===== src/rtl/vga_plot_arbiter_if.sv =====
// Requester-side pixel bus for vga_plot_arbiter: four packed requesters plus the one-hot grant back.
interface vga_plot_arbiter_if;
  logic [3:0]  req;
  logic [35:0] req_x;
  logic [31:0] req_y;
  logic [11:0] req_color;
  logic [3:0]  gnt;

  modport master (output req, output req_x, output req_y, output req_color, input gnt);
  modport slave  (input req, input req_x, input req_y, input req_color, output gnt);
endinterface


===== src/rtl/vga_plot_arbiter.sv =====
// Round-robin burst arbiter feeding one registered VGA pixel-write port; background repaint has top priority.
// Optional burst length cap enabled with macro PLOT_ARB_BURST_LIMIT_EN.
module vga_plot_arbiter #(
  parameter logic [10:0] MAX_BURST = 11'd1024
) (
  input  logic              CLOCK_50,
  input  logic              rstn,
  input  logic              bg_mode,
  input  logic [8:0]        bg_x,
  input  logic [7:0]        bg_y,
  input  logic [2:0]        bg_color,
  vga_plot_arbiter_if.slave bus,
  output logic [8:0]        VGA_X,
  output logic [7:0]        VGA_Y,
  output logic [2:0]        VGA_COLOR,
  output logic              plot_enable,
  output logic              busy
);

  typedef enum logic [1:0] {IDLE = 2'd0, BURST = 2'd1, BG = 2'd2} state_t;

  state_t      state_r, next_state_s;
  logic [1:0]  owner_r, next_owner_s, last_owner_r;
  logic [3:0]  gnt_r, gnt_next_s;
  logic        accept_s, release_s, limit_hit_s, busy_r, busy_next_s;
  logic [8:0]  x_sel_s, vga_x_r, x_next_s;
  logic [7:0]  y_sel_s, vga_y_r, y_next_s;
  logic [2:0]  c_sel_s, vga_c_r, c_next_s;
  logic        plot_r, plot_next_s;

  // First set request bit searching upward from last+1, wrapping mod 4.
  function automatic logic [1:0] rr_pick(input logic [3:0] r, input logic [1:0] last);
    logic [1:0] idx;
    logic [1:0] pick;
    logic       found;
    pick  = last;
    found = 1'b0;
    for (int i = 1; i <= 4; i++) begin
      idx = last + 2'(i);
      if (!found && r[idx]) begin
        pick  = idx;
        found = 1'b1;
      end else begin
        found = found;
      end
    end
    return pick;
  endfunction

  assign accept_s = (state_r == BURST) && bus.req[owner_r] && gnt_r[owner_r];
  assign x_sel_s  = bus.req_x[32'(owner_r) * 32'd9 +: 9];
  assign y_sel_s  = bus.req_y[32'(owner_r) * 32'd8 +: 8];
  assign c_sel_s  = bus.req_color[32'(owner_r) * 32'd3 +: 3];

`ifdef PLOT_ARB_BURST_LIMIT_EN
  logic [10:0] burst_cnt_r;

  assign limit_hit_s = accept_s && (burst_cnt_r == (MAX_BURST - 11'd1));

  // Burst length counter: cleared on each new grant, saturates instead of wrapping.
  always_ff @(posedge CLOCK_50 or negedge rstn) begin
    if (!rstn) begin
      burst_cnt_r <= 11'd0;
    end else if ((state_r == IDLE) && (next_state_s == BURST)) begin
      burst_cnt_r <= 11'd0;
    end else if (accept_s && (burst_cnt_r != 11'h7FF)) begin
      burst_cnt_r <= burst_cnt_r + 11'd1;
    end else begin
      burst_cnt_r <= burst_cnt_r;
    end
  end
`else
  logic unused_max_burst_s;

  assign unused_max_burst_s = ^MAX_BURST;
  assign limit_hit_s        = 1'b0;
`endif

  // State register with current and previous burst owner.
  always_ff @(posedge CLOCK_50 or negedge rstn) begin
    if (!rstn) begin
      state_r      <= IDLE;
      owner_r      <= 2'd0;
      last_owner_r <= 2'd3;
    end else begin
      state_r      <= next_state_s;
      owner_r      <= next_owner_s;
      last_owner_r <= release_s ? owner_r : last_owner_r;
    end
  end

  // Next-state logic; a release and a limit hit in the same cycle collapse into one release.
  always_comb begin
    next_state_s = state_r;
    next_owner_s = owner_r;
    release_s    = 1'b0;
    case (state_r)
      IDLE: begin
        if (bg_mode) begin
          next_state_s = BG;
        end else if (|bus.req) begin
          next_state_s = BURST;
          next_owner_s = rr_pick(bus.req, last_owner_r);
        end else begin
          next_state_s = IDLE;
        end
      end
      BURST: begin
        if (!bus.req[owner_r] || limit_hit_s) begin
          next_state_s = IDLE;
          release_s    = 1'b1;
        end else begin
          next_state_s = BURST;
        end
      end
      BG: begin
        if (!bg_mode) begin
          next_state_s = IDLE;
        end else begin
          next_state_s = BG;
        end
      end
      default: begin
        next_state_s = IDLE;
      end
    endcase
  end

  // Output decode: next grant, busy flag and the pixel to register.
  always_comb begin
    gnt_next_s  = 4'b0000;
    busy_next_s = (next_state_s != IDLE);
    plot_next_s = 1'b0;
    x_next_s    = vga_x_r;
    y_next_s    = vga_y_r;
    c_next_s    = vga_c_r;
    if (next_state_s == BURST) begin
      gnt_next_s = 4'b0001 << next_owner_s;
    end else begin
      gnt_next_s = 4'b0000;
    end
    if (accept_s) begin
      plot_next_s = 1'b1;
      x_next_s    = x_sel_s;
      y_next_s    = y_sel_s;
      c_next_s    = c_sel_s;
    end else if ((state_r == BG) && bg_mode) begin
      plot_next_s = 1'b1;
      x_next_s    = bg_x;
      y_next_s    = bg_y;
      c_next_s    = bg_color;
    end else begin
      plot_next_s = 1'b0;
    end
  end

  // Registered outputs.
  always_ff @(posedge CLOCK_50 or negedge rstn) begin
    if (!rstn) begin
      gnt_r   <= 4'b0000;
      busy_r  <= 1'b0;
      plot_r  <= 1'b0;
      vga_x_r <= 9'd0;
      vga_y_r <= 8'd0;
      vga_c_r <= 3'd0;
    end else begin
      gnt_r   <= gnt_next_s;
      busy_r  <= busy_next_s;
      plot_r  <= plot_next_s;
      vga_x_r <= x_next_s;
      vga_y_r <= y_next_s;
      vga_c_r <= c_next_s;
    end
  end

  assign bus.gnt     = gnt_r;
  assign busy        = busy_r;
  assign plot_enable = plot_r;
  assign VGA_X       = vga_x_r;
  assign VGA_Y       = vga_y_r;
  assign VGA_COLOR   = vga_c_r;

endmodule


===== src/flat_wrapper.sv =====
// flat-port wrapper written by rule: the top's interface ports become plain ports
module vga_plot_arbiter_flat 
#(
  parameter logic [10:0] MAX_BURST = 11'd1024
)
  (CLOCK_50, rstn, bg_mode, bg_x, bg_y, bg_color, VGA_X, VGA_Y, VGA_COLOR, plot_enable, busy, bus_req, bus_req_x, bus_req_y, bus_req_color, bus_gnt);
  vga_plot_arbiter_if bus_i ();
  input  logic CLOCK_50;
  input  logic rstn;
  input  logic bg_mode;
  input  logic [8:0] bg_x;
  input  logic [7:0] bg_y;
  input  logic [2:0] bg_color;
  output logic [8:0] VGA_X;
  output logic [7:0] VGA_Y;
  output logic [2:0] VGA_COLOR;
  output logic plot_enable;
  output logic busy;
  input wire logic [$bits(bus_i.req)-1:0] bus_req;
  input wire logic [$bits(bus_i.req_x)-1:0] bus_req_x;
  input wire logic [$bits(bus_i.req_y)-1:0] bus_req_y;
  input wire logic [$bits(bus_i.req_color)-1:0] bus_req_color;
  output wire logic [$bits(bus_i.gnt)-1:0] bus_gnt;
  assign bus_i.req = bus_req;
  assign bus_i.req_x = bus_req_x;
  assign bus_i.req_y = bus_req_y;
  assign bus_i.req_color = bus_req_color;
  assign bus_gnt = bus_i.gnt;
  vga_plot_arbiter #(.MAX_BURST(MAX_BURST)) u_core (.CLOCK_50(CLOCK_50), .rstn(rstn), .bg_mode(bg_mode), .bg_x(bg_x), .bg_y(bg_y), .bg_color(bg_color), .bus(bus_i), .VGA_X(VGA_X), .VGA_Y(VGA_Y), .VGA_COLOR(VGA_COLOR), .plot_enable(plot_enable), .busy(busy));
endmodule

===== config.mk =====
export PLATFORM = sky130hd
export DESIGN_NAME = vga_plot_arbiter_flat
export DESIGN_NICKNAME = d
export VERILOG_FILES = /design/src/rtl/vga_plot_arbiter_if.sv /design/src/rtl/vga_plot_arbiter.sv /design/src/flat_wrapper.sv
export SDC_FILE = /design/constraint.sdc
export NUM_CORES = 1
export LEC_CHECK = 0
export CAP_MARGIN = 20
export CORE_MARGIN = 2
export CORE_UTILIZATION = 37
export DETAILED_ROUTE_END_ITERATION = 8
export HOLD_SLACK_MARGIN = 0.03
export PLACE_DENSITY = 0.81
export SETUP_SLACK_MARGIN = 0.3
export SLEW_MARGIN = 0
export SYNTH_ARGS = -nofsm -noshare
export SYNTH_HDL_FRONTEND = slang
export SYNTH_SLANG_ARGS = --single-unit

===== constraint.sdc =====
create_clock -name CLOCK_50 -period 2 [get_ports CLOCK_50]
set_input_delay 0.2 -clock CLOCK_50 [delete_from_list [all_inputs] [get_ports CLOCK_50]]
set_output_delay 0.2 -clock CLOCK_50 [all_outputs]
set_load 0.03 [all_outputs]

==> impl_metrics.py, run 1 <==
metrics = {
    "status": {
        "outcome": "finished, final reports clean",
    },
    "worst_setup_path": {
        "r2r_slack_ns": 0.41,
        "crit_buf_inv": 1,
        "cp.arrival_ns": 1.78,
        "path_class": "reg2reg",
        "crit_family": "multiplexers",
        "cp_cell_sequence": "mux4_2 -> nand4b_4 -> buf_12 -> nor2_1 -> a21oi_1",
        "critPathLaunchType": "flip-flop",
        "startpoint": "u_core.owner_r[1]",
        "path_max_fanout": 21,
        "r2r-start": "u_core.owner_r[1]",
        "required_ns": 2.19,
        "cpPeakStageDelay_ns": 0.58,
        "cp-end-kind": "flip-flop",
        "crit_slowest_cell": "mux4_2",
    },
    "sta": {
        "slew_headroom": 0.720,
        "final_max_slew_viol_count": 0,
        "tns_ns": 0,
        "post-route-period-util": 0.795,
        "setup_viol_count_final": 0,
        "tightest_slew_ns": 0.420,
        "finalClockSkew_ns": 0.00693,
        "rsz0062_at_grt": "no",
        "fmax_ghz": 0.629,
        "fin_crit_ns": 1.59,
        "hold_viol": 0,
    },
    "synth": {
        "postSynthCellCount": 169,
        "ys_ff_latch": 32,
        "synth_area_um2": 2110,
        "ys_warn_count": 0,
        "synth.distinct_cells": 28,
        "syn-mean-instance-area_um2": 12.5,
        "synth.yosys.seq_area_share": 0.381,
        "syn-num-nets": 276,
    },
    "clock_network": {
        "post-cts-setup-buffers": 0,
        "clkTransAtPathRegs_ns": 0.07,
        "cts-root-buf": "clkbuf_8",
        "worstSkewPairLatency_ns": 0.27,
        "postCtsHoldBufs": 0,
        "cts_buffers": 5,
        "cts_num_sinks": 32,
        "cts_max_level": 2,
        "cts_max_path_buffers": 2,
        "cts_tree": "yes",
    },
    "place": {
        "place_congestion": 0.849,
        "hpwl_mm": 5.17,
        "io_buffers": 132,
    },
    "power_and_ir_drop": {
        "swShare": 0.398,
        "clockPowerShare": 0.110,
        "power.density_nw_per_um2": 1180,
        "combPwrFrac": 0.619,
        "power_frac_seq": 0.272,
        "leakagePower_uw": 0.00154,
        "p_switching_uw": 1700,
        "ir_drop_uv": 709,
        "p_int_uw": 2570,
    },
    "floorplanning": {
        "start_util": 0.382,
        "die_h_um": 79.4,
        "fp.dieW_um": 79.4,
        "die_area_um2": 6310,
        "pin_count": 133,
        "core-area_um2": 5510,
        "core.rowCount": 27,
    },
    "grt": {
        "use_met1": 0.238,
        "grt_util_met3": 0.0543,
        "grt_busiest_layer": "met2",
        "grt_pass1_wl_mm": 9.97,
        "grt_usage": 0.208,
        "grt_pass1_vias": 2020,
        "gr-usage-met2": 0.391,
        "grt_overflow_total": 0,
        "grt_max_degree": 42,
        "antenna_found_initial": 0,
    },
    "detailed_routing": {
        "via_count": 1958,
        "drt_pass1_iterations": 5,
        "drcViolationCount": 0,
        "viasPerCell": 5.19,
        "routedWlPerCell_um": 17.9,
        "drt_wl_total_mm": 6.76,
        "first_iter_violations": 112,
        "antenna_left": 0,
    },
    "cells_and_area": {
        "utilization": 0.657,
        "finalNetCount": 411,
        "drive_gt1_frac": 0.157,
        "n_antenna_cell": 0,
        "fillCellCount": 448,
        "synthToLayoutAreaGrowth_pct": 71.8,
    },
    "job": {
        "max_cap_viol_count": 0,
    },
    "worst_hold_path": {
        "hold_class": "in2async",
    },
}
[metal layers]
layer,vias up,share of wire
met5,-,0
met1,955,0.38
li1,919,-
met4,0,0.0059
met2,80,0.54
met3,4,0.074
[sequential cells by signal, summed over array words and instances, names as in the netlist]
| signal | cells |
|---|---|
| u_core.plot_enable | 1 |
| u_core.VGA_COLOR | 3 |
| u_core.busy | 1 |
| u_core.VGA_Y | 8 |
| u_core.VGA_X | 9 |
| u_core.owner_r | 2 |
| u_core.last_owner_r | 2 |
| u_core.state_r | 2 |
| u_core.bus.gnt | 4 |
[cell families after synthesis]
group,Yosys count,share of synthesized area
flip-flops,32,0.381
buffers and inverters,13,0.0434
AO/OA/AOI/OAI,32,0.0986
AND/OR/NAND/NOR,43,0.101
multiplexers,49,0.376
[through the flow]
stage               instance area [um2]  power (uW)  setup slack [ns]  cells  hold WS [ns]
finish                             3620        4270             0.410    377         0.323
global route                       3620        4510             0.327    377         0.369
CTS                                3580        4270             0.347    376         0.336
detailed placement                 3500        3790             0.110    368         0.570
global placement                   3500        3740             0.159    368         0.557
floorplan                          2110        2830             0.484    169       -0.0956
[cell usage after synthesis]
cell,number,area (um2)
a211o_1,1,8.76
a211oi_1,2,15.0
a21o_1,2,15.0
a21oi_1,17,85.1
a21oi_2,6,52.6
a31oi_1,2,12.5
a32oi_1,1,8.76
buf_2,7,35.0
buf_4,3,22.5
buf_6,3,33.8
dfrtp_1,30,751
dfstp_2,2,52.6
mux2_2,5,56.3
mux2i_1,22,220
mux4_1,5,131
mux4_2,17,383
nand2_1,7,26.3
nand2b_1,2,12.5
nand3b_1,2,15.0
nand4_1,1,6.26
nand4b_1,1,8.76
nand4b_4,1,23.8
nor2_1,24,90.1
nor2b_1,1,6.26
nor3_1,2,10.0
o21ba_2,1,10.0
or2_1,1,6.26
or4_1,1,7.51
[power groups by stage]
stage / combinational, uW / sequential (uW) / clock [uW]
floorplan: 1230 / 1590 / 0
global placement: 2590 / 1150 / 0
detailed placement: 2630 / 1160 / 0
CTS: 2640 / 1160 / 477
global route: 2790 / 1200 / 514
finish: 2640 / 1160 / 468
[layout make-up]
class | count | area, um2 | share of cell area
Timing Repair Buffer | 141 | 1430 | 0.395
Multi-Input combinational cell | 124 | 1210 | 0.335
Sequential cell | 32 | 805 | 0.222
Tap cell | 72 | 90.1 | 0.0249
Clock buffer | 8 | 80.1 | 0.0221
[path summary, 6_finish.rpt]
check | end | depth (start not counted)
min | u_core.bus.gnt[0] | 2
max in group asynchronous | u_core.last_owner_r[0] | 2
min reg2reg | u_core.VGA_X[6] | 2
max | u_core.VGA_X[1] | 5
min in group CLOCK_50 | u_core.VGA_X[6] | 3
max reg2reg | u_core.VGA_X[1] | 5
[cell usage in the layout, fill, tap and decap left out, drive strengths merged]
cell	netlist	layout
a211oi	2	2
dfrtp	30	30
dfstp	2	2
mux2i	22	22
a21oi	23	23
nor2	24	24
a31oi	2	2
nand4	1	1
or2	1	1
nor2b	1	1
nor3	2	2
a21o	2	2
buf	13	8
or4	1	1
nand2b	2	2
mux2	5	5
nand4b	2	2
nand3b	2	2
mux4	22	22
a211o	1	1
a32oi	1	1
nand2	7	7
clkbuf	0	9
o21ba	1	1
clkdlybuf4s50	0	132
[what timing repair did]
item | 4_1_cts | 5_1_grt
gates cloned | 0 | 1
gates resized for setup | 1 | 4
setup endpoints to repair | 4 | 17
(Power assumes the default switching activity.)
==> run 2, diff against run 1 <==
clock period = 1.5 ns   (was 2 ns; I/O delays follow)
==> run 2 against run 1 <==
  * The run now ends with setup timing left
  * Clock power up 46%
  * Clock skew down 0.0021 ns
  * Sequential power up 35%
  * Final cell count up 6.6%
  * Global-route usage up 3.0 points
  * Cell area up 14%
  * Die area unchanged
  * Register-to-register slack worse by 0.56 ns
  * Setup slack worse by 0.56 ns
  * Fmax down 3.4%
  * Critical endpoint is now u_core.VGA_X[5]
  * Largest power group unchanged
==> impl_metrics.py, run 2 (synthesized netlist as in run 1, its figures left out) <==
metrics = {
    "detailed_routing": {
        "drcViolationCount": 0,
        "routedWlPerCell_um": 19.5,
        "first_iter_violations": 66,
        "drt_pass1_iterations": 4,
        "via_count": 2154,
        "drt_wl_total_mm": 7.84,
        "antenna_left": 0,
        "viasPerCell": 5.36,
    },
    "worst_setup_path": {
        "critPathLaunchType": "flip-flop",
        "cpPeakStageDelay_ns": 0.57,
        "cp-end-kind": "flip-flop",
        "cp_cell_sequence": "mux4_2 -> nand4b_4 -> buf_12 -> clkbuf_16 -> a21oi_1",
        "timing.rr.end": "u_core.VGA_X[5]",
        "r2r_slack_ns": -0.15,
        "path_max_fanout": 6,
        "required_ns": 1.67,
        "r2r_cells": 5,
        "crit_family": "multiplexers",
        "cp.arrival_ns": 1.82,
        "startpoint": "u_core.owner_r[1]",
        "crit_slowest_cell": "mux4_2",
        "crit_buf_inv": 2,
        "r2r-start": "u_core.owner_r[1]",
        "path_class": "reg2reg",
    },
    "power_and_ir_drop": {
        "leakagePower_uw": 0.00178,
        "swShare": 0.415,
        "clockPowerShare": 0.106,
        "power.density_nw_per_um2": 1560,
        "p_int_uw": 3780,
        "power_frac_seq": 0.242,
        "p_switching_uw": 2680,
        "ir_drop_uv": 950,
        "combPwrFrac": 0.651,
    },
    "sta": {
        "setup_viol_count_final": 25,
        "slew_headroom": 0.720,
        "final_max_slew_viol_count": 0,
        "finalClockSkew_ns": 0.00479,
        "fin_ws_ns": -0.146,
        "rsz0062_at_grt": "yes",
        "fin_crit_ns": 1.65,
        "fmax_ghz": 0.608,
        "post-route-period-util": 1.10,
        "hold_viol": 0,
        "tightest_slew_ns": 0.419,
    },
    "place": {
        "place_congestion": 0.798,
        "hpwl_mm": 5.47,
        "dpl_cell_area_um2": 3670,
        "place_ws_ns": -0.262,
        "dpl.cell_count": 381,
        "io_buffers": 132,
    },
    "floorplanning": {
        "core.rowCount": 27,
        "die_h_um": 79.4,
        "start_util": 0.382,
        "fp.dieW_um": 79.4,
        "die_area_um2": 6310,
        "pin_count": 133,
        "core-area_um2": 5510,
    },
    "cells_and_area": {
        "multiInputGateArea_um2": 1440,
        "largest_register_ffs": 9,
        "finalNetCount": 436,
        "synthToLayoutAreaGrowth_pct": 95.9,
        "fillCellCount": 364,
        "design_area_um2": 4130,
        "drive_gt1_frac": 0.379,
        "layout.cells.most_common_list": "clkdlybuf4s50_1 (103), dfrtp_1 (23), mux2i_1 (21), a21oi_2 (18), mux4_2 (17)",
        "n_antenna_cell": 0,
        "regArea_um2": 812,
        "final_common_cell": "clkdlybuf4s50_1",
        "fin_cells": 402,
    },
    "clock_network": {
        "cts_max_path_buffers": 2,
        "worstSkewPairLatency_ns": 0.28,
        "clkTransAtPathRegs_ns": 0.07,
        "cts_num_sinks": 32,
        "cts_tree": "yes",
        "cts-root-buf": "clkbuf_8",
        "cts_max_level": 2,
        "cts_buffers": 5,
    },
    "grt": {
        "antenna_found_initial": 0,
        "grt_usage": 0.239,
        "grt_pass1_vias": 2285,
        "grt_max_degree": 33,
        "grt_overflow_total": 0,
        "grt_pass1_wl_mm": 11.4,
    },
    "status": {
        "outcome": "complete, but fails checks",
        "violations": "setup timing",
    },
    "worst_hold_path": {
        "hold_class": "in2async",
    },
    "job": {
        "max_cap_viol_count": 0,
    },
}
run 2: cell count changes in the layout (fill, tap and decap cells not counted), moves of 7 or more:
| cell | delta |
|---|---|
| a21oi_1 | -12 |
| a21oi_2 | +12 |
| buf_4 | +11 |
| buf_6 | +7 |
| clkbuf_2 | +10 |
| clkdlybuf4s15_1 | +14 |
| clkdlybuf4s50_1 | -29 |
| nor2_1 | -12 |
| nor2_4 | +9 |
run 2: power groups by stage:
stage,Combinational [uW],Sequential [uW],Clock (uW)
2_1_floorplan,1750,2130,0
3_3_place_gp,3730,1520,0
3_5_place_dp,3790,1540,0
4_1_cts,3870,1530,686
5_1_grt,4430,1620,747
6_report,4210,1570,685
run 2: what timing repair did:
item | 4_1_cts | 5_1_grt
pin swaps | 8 | 7
gates resized for setup | 60 | 62
cloned | 1 | 3
buffers inserted | 5 | 4
endpoints found under the setup margin | 57 | 54
hold buffers | 0 | 0
run 2: worst register-to-register path, stage by stage (launching register included):
cell       delay, ns
dfrtp_2         0.41
mux4_2          0.57
nand4b_4        0.23
buf_12          0.15
clkbuf_16       0.13
a21oi_1         0.05
run 2: worst max path at each step:
| stage | to | slack (ns) | cells after the start |
|---|---|---|---|
| global placement | u_core.VGA_Y[2] | -0.19 | 6 |
| floorplan | u_core.VGA_COLOR[0] | 0.06 | 5 |
| detailed placement | u_core.VGA_COLOR[1] | -0.26 | 6 |
| global route | u_core.VGA_COLOR[1] | -0.20 | 5 |
| finish | u_core.VGA_X[5] | -0.15 | 5 |
| CTS | u_core.last_owner_r[0] | -0.11 | 4 |
run 2: area by class of cell:
class	count	share of cell area
Tap cell	72	0.0218
Clock buffer	8	0.0218
Multi-Input combinational cell	124	0.348
Sequential cell	32	0.197
Timing Repair Buffer	166	0.412
run 2: through the flow:
stage	utilization	TNS, ns	hold slack, ns	power (uW)
2_1_floorplan	-	0	-0.146	3880
5_1_grt	0.749	-4.07	0.309	6800
6_report	0.749	-2.59	0.271	6460
3_5_place_dp	0.667	-5.89	0.565	5340
4_1_cts	0.713	-1.85	0.285	6090
3_3_place_gp	0.667	-4.89	0.556	5250
run 2: routing by layer:
layer | vias up | GRT usage | routed length, um
met3 | 15 | 0.0645 | 499
met4 | 0 | 0.0707 | 161
met1 | 1080 | 0.253 | 2710
met5 | - | 0 | 0
met2 | 88 | 0.455 | 4460
li1 | 971 | - | -
